File: src/rtl/alu_seq_pkg.sv
// Shared types and default widths for the ALU command sequencer.
// Latency: n/a (declarations only).
// Backpressure: n/a.
package alu_seq_pkg;

  localparam int DATA_W_DEF    = 16;
  localparam int TAG_W_DEF     = 4;
  localparam int RSP_DEPTH_DEF = 4;

  typedef enum logic [1:0] {
    OP_ADD = 2'b00,
    OP_SUB = 2'b01,
    OP_XOR = 2'b10,
    OP_MUL = 2'b11
  } op_e;

  typedef enum logic [1:0] {
    ST_IDLE    = 2'b00,
    ST_ISSUE   = 2'b01,
    ST_CAPTURE = 2'b10
  } state_e;

endpackage

File: src/rtl/alu_rsp_fifo.sv
// Response queue holding {result, tag} entries in arrival order.
// Latency: an entry pushed at edge N is visible at the head right after edge N.
// Backpressure: pushes while full are dropped; the caller gates on count.
module alu_rsp_fifo
  import alu_seq_pkg::*;
#(
  parameter int DEPTH = RSP_DEPTH_DEF,
  parameter int WIDTH = DATA_W_DEF + TAG_W_DEF,
  localparam int AW   = $clog2(DEPTH),
  localparam int CW   = AW + 1
) (
  input  logic             clk,
  input  logic             rst,
  input  logic             push,
  input  logic [WIDTH-1:0] push_data,
  input  logic             pop,
  output logic [WIDTH-1:0] head,
  output logic             valid,
  output logic [CW-1:0]    count
);

  logic [WIDTH-1:0] mem [DEPTH];
  logic [AW-1:0]    wr_ptr;
  logic [AW-1:0]    rd_ptr;
  logic             full;
  logic             do_push;
  logic             do_pop;

  assign valid   = (count != '0);
  assign full    = (count == CW'(DEPTH));
  assign do_push = push && !full;
  assign do_pop  = pop && valid;
  // An empty queue presents zeros so the payload outputs are clean after reset.
  assign head    = valid ? mem[rd_ptr] : '0;

  // Storage write; contents need no reset because count qualifies the head.
  always_ff @(posedge clk) begin
    if (do_push) mem[wr_ptr] <= push_data;
  end

  // Pointers wrap naturally because DEPTH is a power of two.
  always_ff @(posedge clk or posedge rst) begin
    if (rst) begin
      wr_ptr <= '0;
      rd_ptr <= '0;
      count  <= '0;
    end else begin
      if (do_push) wr_ptr <= wr_ptr + 1'b1;
      if (do_pop)  rd_ptr <= rd_ptr + 1'b1;
      case ({do_push, do_pop})
        2'b10:   count <= count + 1'b1;
        2'b01:   count <= count - 1'b1;
        default: count <= count;
      endcase
    end
  end

endmodule

File: src/rtl/alu_cmd_sequencer.sv
// Sequences one command at a time through an external registered ALU and queues tagged results.
// Latency: accept at edge N, result enters the response queue at edge N+2.
// Backpressure: cmd_ready drops while a command is in flight or the response queue is full.
module alu_cmd_sequencer
  import alu_seq_pkg::*;
#(
  parameter int DATA_W    = DATA_W_DEF,
  parameter int TAG_W     = TAG_W_DEF,
  parameter int RSP_DEPTH = RSP_DEPTH_DEF
) (
  input  logic              clk,
  input  logic              rst,
  input  logic              cmd_valid,
  output logic              cmd_ready,
  input  logic [DATA_W-1:0] cmd_op1,
  input  logic [DATA_W-1:0] cmd_op2,
  input  logic [1:0]        cmd_opcode,
  input  logic [TAG_W-1:0]  cmd_tag,
  output logic [DATA_W-1:0] alu_op1,
  output logic [DATA_W-1:0] alu_op2,
  output logic [1:0]        alu_operation,
  input  logic [DATA_W-1:0] alu_result,
  output logic              rsp_valid,
  input  logic              rsp_ready,
  output logic [DATA_W-1:0] rsp_data,
  output logic [TAG_W-1:0]  rsp_tag,
  output logic              busy
);

  localparam logic [1:0] IDLE    = ST_IDLE;
  localparam logic [1:0] ISSUE   = ST_ISSUE;
  localparam logic [1:0] CAPTURE = ST_CAPTURE;
  localparam int         CW      = $clog2(RSP_DEPTH) + 1;

  logic [1:0]              state;
  logic [TAG_W-1:0]        tag_q;
  logic [CW-1:0]           count;
  logic [DATA_W+TAG_W-1:0] head;
  logic                    accept;
  logic                    push;
  logic                    pop;

  // Ready depends only on registered state, so there is no path from cmd_valid.
  assign cmd_ready = (state == IDLE) && (count < CW'(RSP_DEPTH));
  assign accept    = cmd_valid && cmd_ready;
  assign push      = (state == CAPTURE);
  assign pop       = rsp_valid && rsp_ready;
  assign {rsp_data, rsp_tag} = head;
  assign busy      = (state != IDLE) || rsp_valid;

  // IDLE -> ISSUE on acceptance, then one cycle each in ISSUE and CAPTURE.
  always_ff @(posedge clk or posedge rst) begin
    if (rst) begin
      state <= IDLE;
    end else begin
      case (state)
        IDLE:    if (accept) state <= ISSUE;
        ISSUE:   state <= CAPTURE;
        CAPTURE: state <= IDLE;
        default: state <= IDLE;
      endcase
    end
  end

  // Operands and tag load only on acceptance so the ALU inputs stay quiet while idle.
  always_ff @(posedge clk or posedge rst) begin
    if (rst) begin
      alu_op1       <= '0;
      alu_op2       <= '0;
      alu_operation <= 2'b00;
      tag_q         <= '0;
    end else if (accept) begin
      alu_op1       <= cmd_op1;
      alu_op2       <= cmd_op2;
      alu_operation <= cmd_opcode;
      tag_q         <= cmd_tag;
    end
  end

  alu_rsp_fifo #(
    .DEPTH (RSP_DEPTH),
    .WIDTH (DATA_W + TAG_W)
  ) u_rsp_fifo (
    .clk       (clk),
    .rst       (rst),
    .push      (push),
    .push_data ({alu_result, tag_q}),
    .pop       (pop),
    .head      (head),
    .valid     (rsp_valid),
    .count     (count)
  );

endmodule

File: config.mk
export PLATFORM = sky130hd
export DESIGN_NAME = alu_cmd_sequencer
export DESIGN_NICKNAME = d
export VERILOG_FILES = /design/src/rtl/alu_seq_pkg.sv /design/src/rtl/alu_rsp_fifo.sv /design/src/rtl/alu_cmd_sequencer.sv
export SDC_FILE = /design/constraint.sdc
export NUM_CORES = 1
export LEC_CHECK = 0
export ABC_AREA = 0
export CORE_MARGIN = 1
export CORE_UTILIZATION = 40
export DETAILED_ROUTE_END_ITERATION = 10
export PLACE_DENSITY = 0.72
export SETUP_SLACK_MARGIN = 0.02
export SYNTH_ARGS = -nofsm -noshare
export SYNTH_HDL_FRONTEND = slang
export SYNTH_SLANG_ARGS = --single-unit
export TNS_END_PERCENT = 10
File: constraint.sdc
create_clock -name clk -period 2.8 [get_ports clk]
set_clock_uncertainty 0.1 [all_clocks]
set_input_delay 0.28 -clock clk [delete_from_list [all_inputs] [get_ports clk]]
set_output_delay 0.28 -clock clk [all_outputs]
set_load 0.005 [all_outputs]
Word-level counts from Yosys, hierarchy flattened
Memory sizes are Yosys's and may differ from the RTL's.
Cells that the tools add are included.
{ "totals": {"regBits": 47, "ramBits": 80, "input_bits": 58, "output_inout_bits": 57, "elab_cells": 37, "n_memories": 1} }
{ "classes": {"addsub": 4, "magnitude_cmp": 1, "n_eq_ne": 6, "mux": 6, "reduce_logical": 11} }
{ "memory_table": {"columns": ["memory", "words", "word_bits", "rd", "rd_clocked_by_memory_dff", "write_ports", "line", "source"], "rows": [
  ["u_rsp_fifo.mem", 4, 20, 1, 0, 1, "alu_rsp_fifo.sv:22", "logic [WIDTH-1:0] mem [DEPTH];"]
]} }
{ "ops": {"columns": ["cell", "n"], "rows": [
  ["20-bit 2-to-1 mux", 1],
  ["3-bit one-hot mux with 2 select lines", 1],
  ["1-bit logical AND", 5],
  ["2-bit by 1-bit adder with 2-bit output, second input constant", 2],
  ["2-bit by 1-bit == test with 1-bit output, second input constant", 2],
  ["2-bit == test, second input constant", 2],
  ["2-bit one-hot mux with 2 select lines", 1],
  ["2-bit nonzero test", 2],
  ["3-bit by 1-bit adder with 3-bit output, second input constant", 1],
  ["3-bit == test, second input constant", 1],
  ["3-bit < comparator, second input constant", 1],
  ["3-bit nonzero test", 1],
  ["3-bit by 1-bit subtractor with 3-bit output, second input constant", 1],
  ["2-bit zero test", 1],
  ["1-bit 2-to-1 mux", 2],
  ["2-bit 2-to-1 mux", 1],
  ["2-bit inequality test, second input constant", 1],
  ["1-bit zero test", 1],
  ["1-bit logical OR", 1]
]} }

Logic depth before layout (Yosys ltp)
Gate-level depths: netlist of run 1.
{ "logic_depth": {"ltp_word": 5, "depth_mapped": 9, "ltp_nobuf": 9} }

Cells and area by module
From an unflattened synthesis of run 1, not the netlist that was laid out.
{ "unflattened": {"cells_unflattened": 253, "area_unflattened_um2": 4963.5} }
{ "modules_own_cells": {"columns": ["mod", "n_inst", "cells_each", "area_per_inst_um2", "seq_area_each_um2"], "rows": [
  ["alu_rsp_fifo", 1, 164, 3439.5, 2577.5],
  ["alu_cmd_sequencer", 1, 89, 1524.0, 1001.0]
]} }

Worst setup path after synthesis of run 1
No wires, ideal clock.
{ "synth_timing": {"kind": "reg2reg", "start": "register u_rsp_fifo.count[0]", "end": "register u_rsp_fifo.count[2]", "setup_ps": 126, "arrival_time_ps": 1764, "t_required_ps": 2574, "setup_slack_ps": 811, "path_stages_with_launch": 9, "n_path_buf": 0, "period_less_slack_ps": 1989, "path_cell_list": "dfrtp_1 or3_1 and2_1 ha_1 inv_1 fa_1 xor2_1 nor2_1 xor2_1"} }
{ "synth_between": {"elab_chain_cells": 5, "word_cells_on_any_way": 12, "classes_between": "add/sub (2); eq/ne (3); mux (1); reduce/logical (6)"} }
{ "synth_rtl": {"columns": ["item", "line", "source"], "rows": [
  ["start: declaration", "alu_rsp_fifo.sv:19", "output logic [CW-1:0] count"],
  ["start signal: assignment", "alu_rsp_fifo.sv:51", "2'b10: count <= count + 1'b1;"],
  ["start signal: assignment", "alu_rsp_fifo.sv:52", "2'b01: count <= count - 1'b1;"],
  ["start signal: assignment", "alu_rsp_fifo.sv:53", "default: count <= count;"],
  ["3-bit nonzero test *", "alu_rsp_fifo.sv:29", "assign valid = (count != '0);"],
  ["1-bit logical AND", "alu_cmd_sequencer.sv:47", "assign pop = rsp_valid && rsp_ready;"],
  ["1-bit logical AND *", "alu_rsp_fifo.sv:32", "assign do_pop = pop && valid;"],
  ["named net u_rsp_fifo.do_pop", "alu_rsp_fifo.sv:27", "logic do_pop;"],
  ["2-bit by 1-bit == test with 1-bit output / 2-bit == test (equally long branches)", "alu_rsp_fifo.sv:50", "case ({do_push, do_pop})"],
  ["3-bit one-hot mux with 2 select lines / 2-bit nonzero test (equally long branches)", null, null]
]} }
Mark *: on every way through the listed nets, which the timed path passes. The rest lies on a longest branch.
A chain may end at the register's enable or synchronous reset.

Final worst setup path of run 1
{ "layout_timing": {"start": "register u_rsp_fifo.rd_ptr[1]", "end": "output port rsp_tag[3]"} }
{ "layout_between": {"elab_chain_cells": 2} }
{ "layout_rtl": {"columns": ["item", "line", "source"], "rows": [
  ["start: declaration", "alu_rsp_fifo.sv:24", "logic [AW-1:0] rd_ptr;"],
  ["start signal: assignment", "alu_rsp_fifo.sv:49", "if (do_pop) rd_ptr <= rd_ptr + 1'b1;"],
  ["memory read 4 x 20 bit", null, null],
  ["20-bit 2-to-1 mux", "alu_rsp_fifo.sv:34", "assign head = valid ? mem[rd_ptr] : '0;"],
  ["end: declaration", "alu_cmd_sequencer.sv:26", "output logic [TAG_W-1:0] rsp_tag,"]
]} }
No other way between the ends.

==> results_dict.tcl, run 1 <==
set metrics [dict create \
    vias 2643 \
    clk_latency_ps 400 \
    synth_seq_cells 127 \
    synth_flop_cell "edfxtp_1" \
    place_hpwl_mm 5.85 \
    netlist.area_leader.share 0.481 \
    instances_no_fill 565 \
    synthAdderAreaFrac 0.0165 \
    synth_mux_area_frac 0.188 \
    diodes 0 \
    drt-pass1-iter-count 4 \
    place_inst 532 \
    synth_xor_area_frac 0.0105 \
    area_growth_syn_to_layout_pct 38.1 \
    ir_drop_mv 0.469 \
    fin_tns_setup_ps 0 \
    outcome "completed" \
    cts_htree_levels 4 \
    synth_top_cell_by_area "edfxtp_1" \
    synth_warnings 0 \
    cellLeakagePower_nw 2.54 \
    hold_start "state[1]$_DFFE_PP0P_" \
    ant_nets 0 \
    crit_path_start_kind "flop" \
    ctsRootBufferMaster "clkbuf_16" \
    numCtsBuffers 17 \
    grt-ovfl-total 0 \
    drc 0 \
    fp.dieArea_um2 12900 \
    grt_antenna_before_repair 0 \
    drive_gt1_frac 0.244 \
    crit_arrival_ps 2170 \
    clk_pin_slew_ps 50 \
    crit_start "u_rsp_fifo.rd_ptr[1]$_DFFE_PP0P_" \
    synth-compound-area-share 0.00176 \
    pin_count 115 \
    path_class "flop to output port" \
    synth_edf_count 80 \
    coreArea_um2 12100 \
    rows 40 \
    cpPeakStageDelay_ps 460 \
    first_global_vias 2807 \
    synthSimpleGateAreaFrac 0.0421 \
    hold_path.class "flop to flop" \
    vias_per_cell 4.68 \
    rsz0062_at_grt "false" \
    timing.slew.headroom 0.635 \
    grt_usage 0.149 \
    ys_types 27 \
    critPathCaptureType "output port" \
    cts_setup_buffers 0 \
    worstMarginPinSlew_ps 547 \
    syn_area_um2 4990 \
    finalSetupViolations 0 \
    utilization 0.571 \
    crit-reg2reg-launch "u_rsp_fifo.count[0]$_DFFE_PP0P_" \
    slew_viol_final 0 \
    syn_avg_cell_area_um2 19.9 \
    yosysMostFrequentCell "edfxtp_1" \
    seq_area_frac_synth 0.717 \
    cts_sinks 127 \
    holdWs_ps 368 \
    cp.required_ps 2420 \
    wire_per_inst_um 15.7 \
    chipHeight_um 114 \
    cts_tree "done" \
    syn_inst 251 \
    final_hold_viol_count 0 \
    max-clock-path-buffers 2 \
    fin_crit_sh 0.911 \
    worstPathCellList "buf_4 > mux4_2 > and2_1 > clkdlybuf4s50_1" \
    wirelength_mm 8.89 \
    power_density_nw_per_um2 1080 \
    fmax_mhz 392 \
    synth_top_family_by_area "multiplexers" \
    drt_iter0_markers 106 \
    cpMaxStageDelayCell "dfrtp_1" \
    syn_nets 315 \
    port_buffers 114 \
    critPathMaxFanout 17 \
    ys_top_cells_by_count "edfxtp_1 (80), dfrtp_1 (47), mux2_2 (30), and2_1 (25), mux4_2 (19)" \
    fin_nets 448 \
    gp_congestion 0.680 \
    period_minus_slack_ps 2550 \
    drv_cap 0 \
    fp.dieW_um 114 \
    ys_top_cells_by_area "edfxtp_1 (48%), dfrtp_1 (24%), mux4_2 (8.6%)" \
    initial_core_util 0.414 \
    grt_first_pass_wirelength_mm 13.9 \
    grt_max_degree 40 \
    synthArstFlopShare 0.370 \
]
flip-flops by register name, summed over array words and instances (netlist names):
signal,cells
u_rsp_fifo.mem,80
alu_op1,16
alu_op2,16
tag_q,4
u_rsp_fifo.count,3
alu_operation,2
state,2
u_rsp_fifo.rd_ptr,2
u_rsp_fifo.wr_ptr,2
metal layers:
| metal | wire, um | track usage |
|---|---|---|
| met5 | 0 | 0 |
| met4 | 155 | 0.0789 |
| met3 | 764 | 0.0654 |
| met2 | 4330 | 0.239 |
| met1 | 3640 | 0.170 |
stage by stage:
step | worst slack (ps) | cell area (um2) | total power [mW]
global route | 148 | 6890 | 7.82
global placement | 667 | 6330 | 5.39
detailed placement | 626 | 6330 | 5.47
floorplan | 811 | 4990 | 4.17
finish | 248 | 6890 | 7.42
CTS | 212 | 6890 | 7.53
report_power, final:
part | total (mW) | switching, mW | internal [mW]
Sequential | 2.78 | 0.266 | 2.52
Combinational | 2.61 | 0.895 | 1.71
Clock | 2.02 | 0.739 | 1.29
path summary, 6_finish.rpt:
kind / end / slack (ps) / depth (start not counted)
setup / recovery: rsp_tag[3] / 250 / 4
hold / removal: state[1]$_DFFE_PP0P_ / 370 / 1
setup reg to reg: u_rsp_fifo.count[2]$_DFFE_PP0P_ / 680 / 8
hold reg to reg: state[1]$_DFFE_PP0P_ / 370 / 1
max in group asynchronous: u_rsp_fifo.wr_ptr[0]$_DFFE_PP0P_ / 1590 / 4
min in group asynchronous: alu_op1[3]$_DFFE_PP0P_ / 510 / 3
cell type report:
cell class	count	area, um2
Timing Repair Buffer	124	1230
Tap cell	168	210
Fill cell	933	5170
Inverter	7	26.3
Clock inverter	14	125
Multi-Input combinational cell	107	1290
Clock buffer	18	429
Sequential cell	127	3580
timing repair:
action,in CTS,in global routing
endpoints found under the hold margin,4,0
resized for setup,0,0
hold buffers,1,0
endpoints found under the setup margin,0,0
cell usage in the layout (no fill, tap or decap), types with 6 or more instances in the layout:
cell type        synthesis  routed
and2_1                  25      25
buf_4                    2       8
clkbuf_16                0      17
clkdlybuf4s50_1          0     114
dfrtp_1                 47      47
edfxtp_1                80      80
inv_1                    7       6
mux2_2                  30      30
mux2_4                   9       9
mux4_2                  19      19
logic make-up after synthesis:
logic type / Yosys count
compound gates: 1
fa+ha+maj: 6
xor+xnor: 6
simple gates: 34
mux: 60
buf+inv: 17
flops: 127
critical path, delay by kind of cell, from the launching register on:
kind                   cells  cell delay, ps
AND/OR/NAND/NOR            1             190
multiplexers               1             340
flip-flops                 1             460
buffers and inverters      2             760
Power figures use the tool's default switching activity.
==> run 2, diff against run 1 <==
--- a/config.mk
+++ b/config.mk
@@ -9,7 +9,8 @@
 export CORE_MARGIN = 1
 export CORE_UTILIZATION = 40
 export DETAILED_ROUTE_END_ITERATION = 10
-export PLACE_DENSITY = 0.72
+export DONT_BUFFER_PORTS = 1
+export PLACE_DENSITY = 0.6
 export SETUP_SLACK_MARGIN = 0.02
 export SYNTH_ARGS = -nofsm -noshare
 export SYNTH_HDL_FRONTEND = slang
==> run 2 against run 1 <==
  * Hold slack lost 330 ps
  * Die area did not move
  * Non-clock buffer count down 60
  * Global-route usage about the same
  * First-iteration DRC count grew 25%
  * Clock power grew 8%
  * Critical path type unchanged
==> results_dict.tcl, run 2 (same netlist as run 1, synthesis figures left out) <==
set metrics [dict create \
    outcome "completed" \
    cellLeakagePower_nw 2.33 \
    detailedPlace.worstSlack_ps 748 \
    switching_share 0.263 \
    wire_per_inst_um 17.5 \
    wirelength_mm 8.78 \
    grt_antenna_before_repair 0 \
    comb_power_share 0.245 \
    drc 0 \
    layout.cells.most_common "edfxtp_1" \
    drv_cap 0 \
    min_to "u_rsp_fifo.rd_ptr[0]$_DFFE_PP0P_" \
    rsz0062_at_grt "false" \
    worstMarginPinSlew_ps 974 \
    clk_pin_slew_ps 50 \
    place_hpwl_mm 5.28 \
    drive_gt1_frac 0.281 \
    slew_viol_final 0 \
    initial_core_util 0.414 \
    nFillCells 963 \
    pin_count 115 \
    critPathCaptureType "output port" \
    regArea_um2 3580 \
    power.switching_mw 1.75 \
    path_class "flop to output port" \
    largest_reg_flops 80 \
    power_frac_seq 0.428 \
    drt-pass1-iter-count 4 \
    first_global_vias 2690 \
    timing.slew.headroom 0.350 \
    total_power_mw 6.66 \
    min_path_cells 2 \
    fp.dieArea_um2 12900 \
    area_growth_syn_to_layout_pct 26.5 \
    cts_tree "done" \
    grt-ovfl-total 0 \
    diodes 0 \
    fin_tns_setup_ps 0 \
    vias 2419 \
    ant_nets 0 \
    critPathMaxFanout 14 \
    multi_input_area_um2 1290 \
    cts_setup_buffers 0 \
    crit_path_start_kind "flop" \
    max-clock-path-buffers 2 \
    r2r_slack_ps 730 \
    fmax_mhz 464 \
    hold_start "rsp_ready" \
    crit-reg2reg-launch "u_rsp_fifo.count[0]$_DFFE_PP0P_" \
    holdWs_ps 35.8 \
    power_density_nw_per_um2 1060 \
    numCtsBuffers 17 \
    final_area_um2 6310 \
    gp_congestion 0.698 \
    drt_iter0_markers 132 \
    ir_drop_mv 0.581 \
    fp.dieW_um 114 \
    grt_max_degree 48 \
    rows 40 \
    crit_arrival_ps 1770 \
    period_minus_slack_ps 2150 \
    grt_first_pass_wirelength_mm 14.0 \
    r2r_cells 8 \
    fin_crit_sh 0.769 \
    final_hold_viol_count 0 \
    cp.required_ps 2420 \
    ctsRootBufferMaster "clkbuf_16" \
    largestRegisters "u_rsp_fifo.mem x80, alu_op1 x16, alu_op2 x16" \
    cpPeakStageDelay_ps 560 \
    cts_htree_levels 4 \
    intPower_mw 4.90 \
    postLayoutSetupSlackWorst_ps 646 \
    grt_usage 0.149 \
    placed_area_um2 5170 \
    vias_per_cell 4.81 \
    chipHeight_um 114 \
    top_register "u_rsp_fifo.mem" \
    worstPathCellList "buf_4 > mux4_2 > and2_1" \
    finalSetupViolations 0 \
    cts-hold-fix-buffers 56 \
    hold_path.class "input pin to flop" \
    clk_latency_ps 400 \
    fin_nets 388 \
    cpMaxStageDelayCell "mux4_2" \
    timing.rr.end "u_rsp_fifo.count[2]$_DFFE_PP0P_" \
    port_buffers 0 \
    final_cell_mix "edfxtp_1 (80), dlygate4sd3_1 (56), dfrtp_1 (47), mux2_2 (30), and2_1 (25)" \
    coreArea_um2 12100 \
    cts_sinks 127 \
    cts_resized 0 \
    clkPwrFrac 0.327 \
]
## run 2: changes by cell type in the layout (fill, tap and decap cells not counted), moves of 2 or more
cell / before / now
clkbuf_1: 1 / 4
clkinv_1: 5 / 2
clkinvlp_4: 3 / 0
clkdlybuf4s50_1: 114 / 0
dlygate4sd3_1: 1 / 56
bufinv_16: 2 / 4
## run 2: final cells by class
type                            instances  area share
Clock inverter                          9      0.0226
Inverter                                7     0.00416
Sequential cell                       127       0.567
Multi-Input combinational cell        107       0.205
Timing Repair Buffer                   64      0.0984
Clock buffer                           21      0.0698
Tap cell                              168      0.0333
## run 2: worst max-delay path by stage
stage | start | end | slack [ps] | depth (start not counted)
finish | u_rsp_fifo.rd_ptr[0]$_DFFE_PP0P_ | rsp_data[1] | 650 | 3
global route | u_rsp_fifo.count[0]$_DFFE_PP0P_ | u_rsp_fifo.count[2]$_DFFE_PP0P_ | 540 | 8
CTS | u_rsp_fifo.rd_ptr[0]$_DFFE_PP0P_ | rsp_data[1] | 580 | 3
detailed placement | u_rsp_fifo.count[0]$_DFFE_PP0P_ | u_rsp_fifo.count[2]$_DFFE_PP0P_ | 750 | 8
global placement | u_rsp_fifo.count[0]$_DFFE_PP0P_ | u_rsp_fifo.count[2]$_DFFE_PP0P_ | 810 | 8
floorplan | u_rsp_fifo.count[0]$_DFFE_PP0P_ | u_rsp_fifo.count[2]$_DFFE_PP0P_ | 810 | 8
## run 2: power by group through the flow
stage	clock network (mW)	logic, mW	registers, mW
after floorplan	0	1.38	2.78
after global placement	0	1.56	2.88
after detailed placement	0	1.61	2.87
after CTS	2.22	1.67	2.86
after global routing	2.31	1.80	2.92
final	2.18	1.63	2.85
## run 2: metrics by stage
step	std cells	util
after floorplan	251	-
after global placement	417	0.428
after detailed placement	417	0.428
after CTS	503	0.523
after global routing	503	0.523
final	503	0.523
## run 2: metal layers
| metal | vias to the layer above | global-route usage | share of wire |
|---|---|---|---|
| li1 | 1082 | - | - |
| met2 | 105 | 0.252 | 0.49 |
| met3 | 6 | 0.0638 | 0.074 |
| met1 | 1226 | 0.170 | 0.43 |
| met5 | - | 0 | 0 |
| met4 | 0 | 0.0526 | 0.0084 |
## run 2: worst max-delay path: cells and delay by family, from the launching register on
kind          cells  cell delay, ps
buf+inv           1             290
flops             1             340
mux               1             560
simple gates      1             190
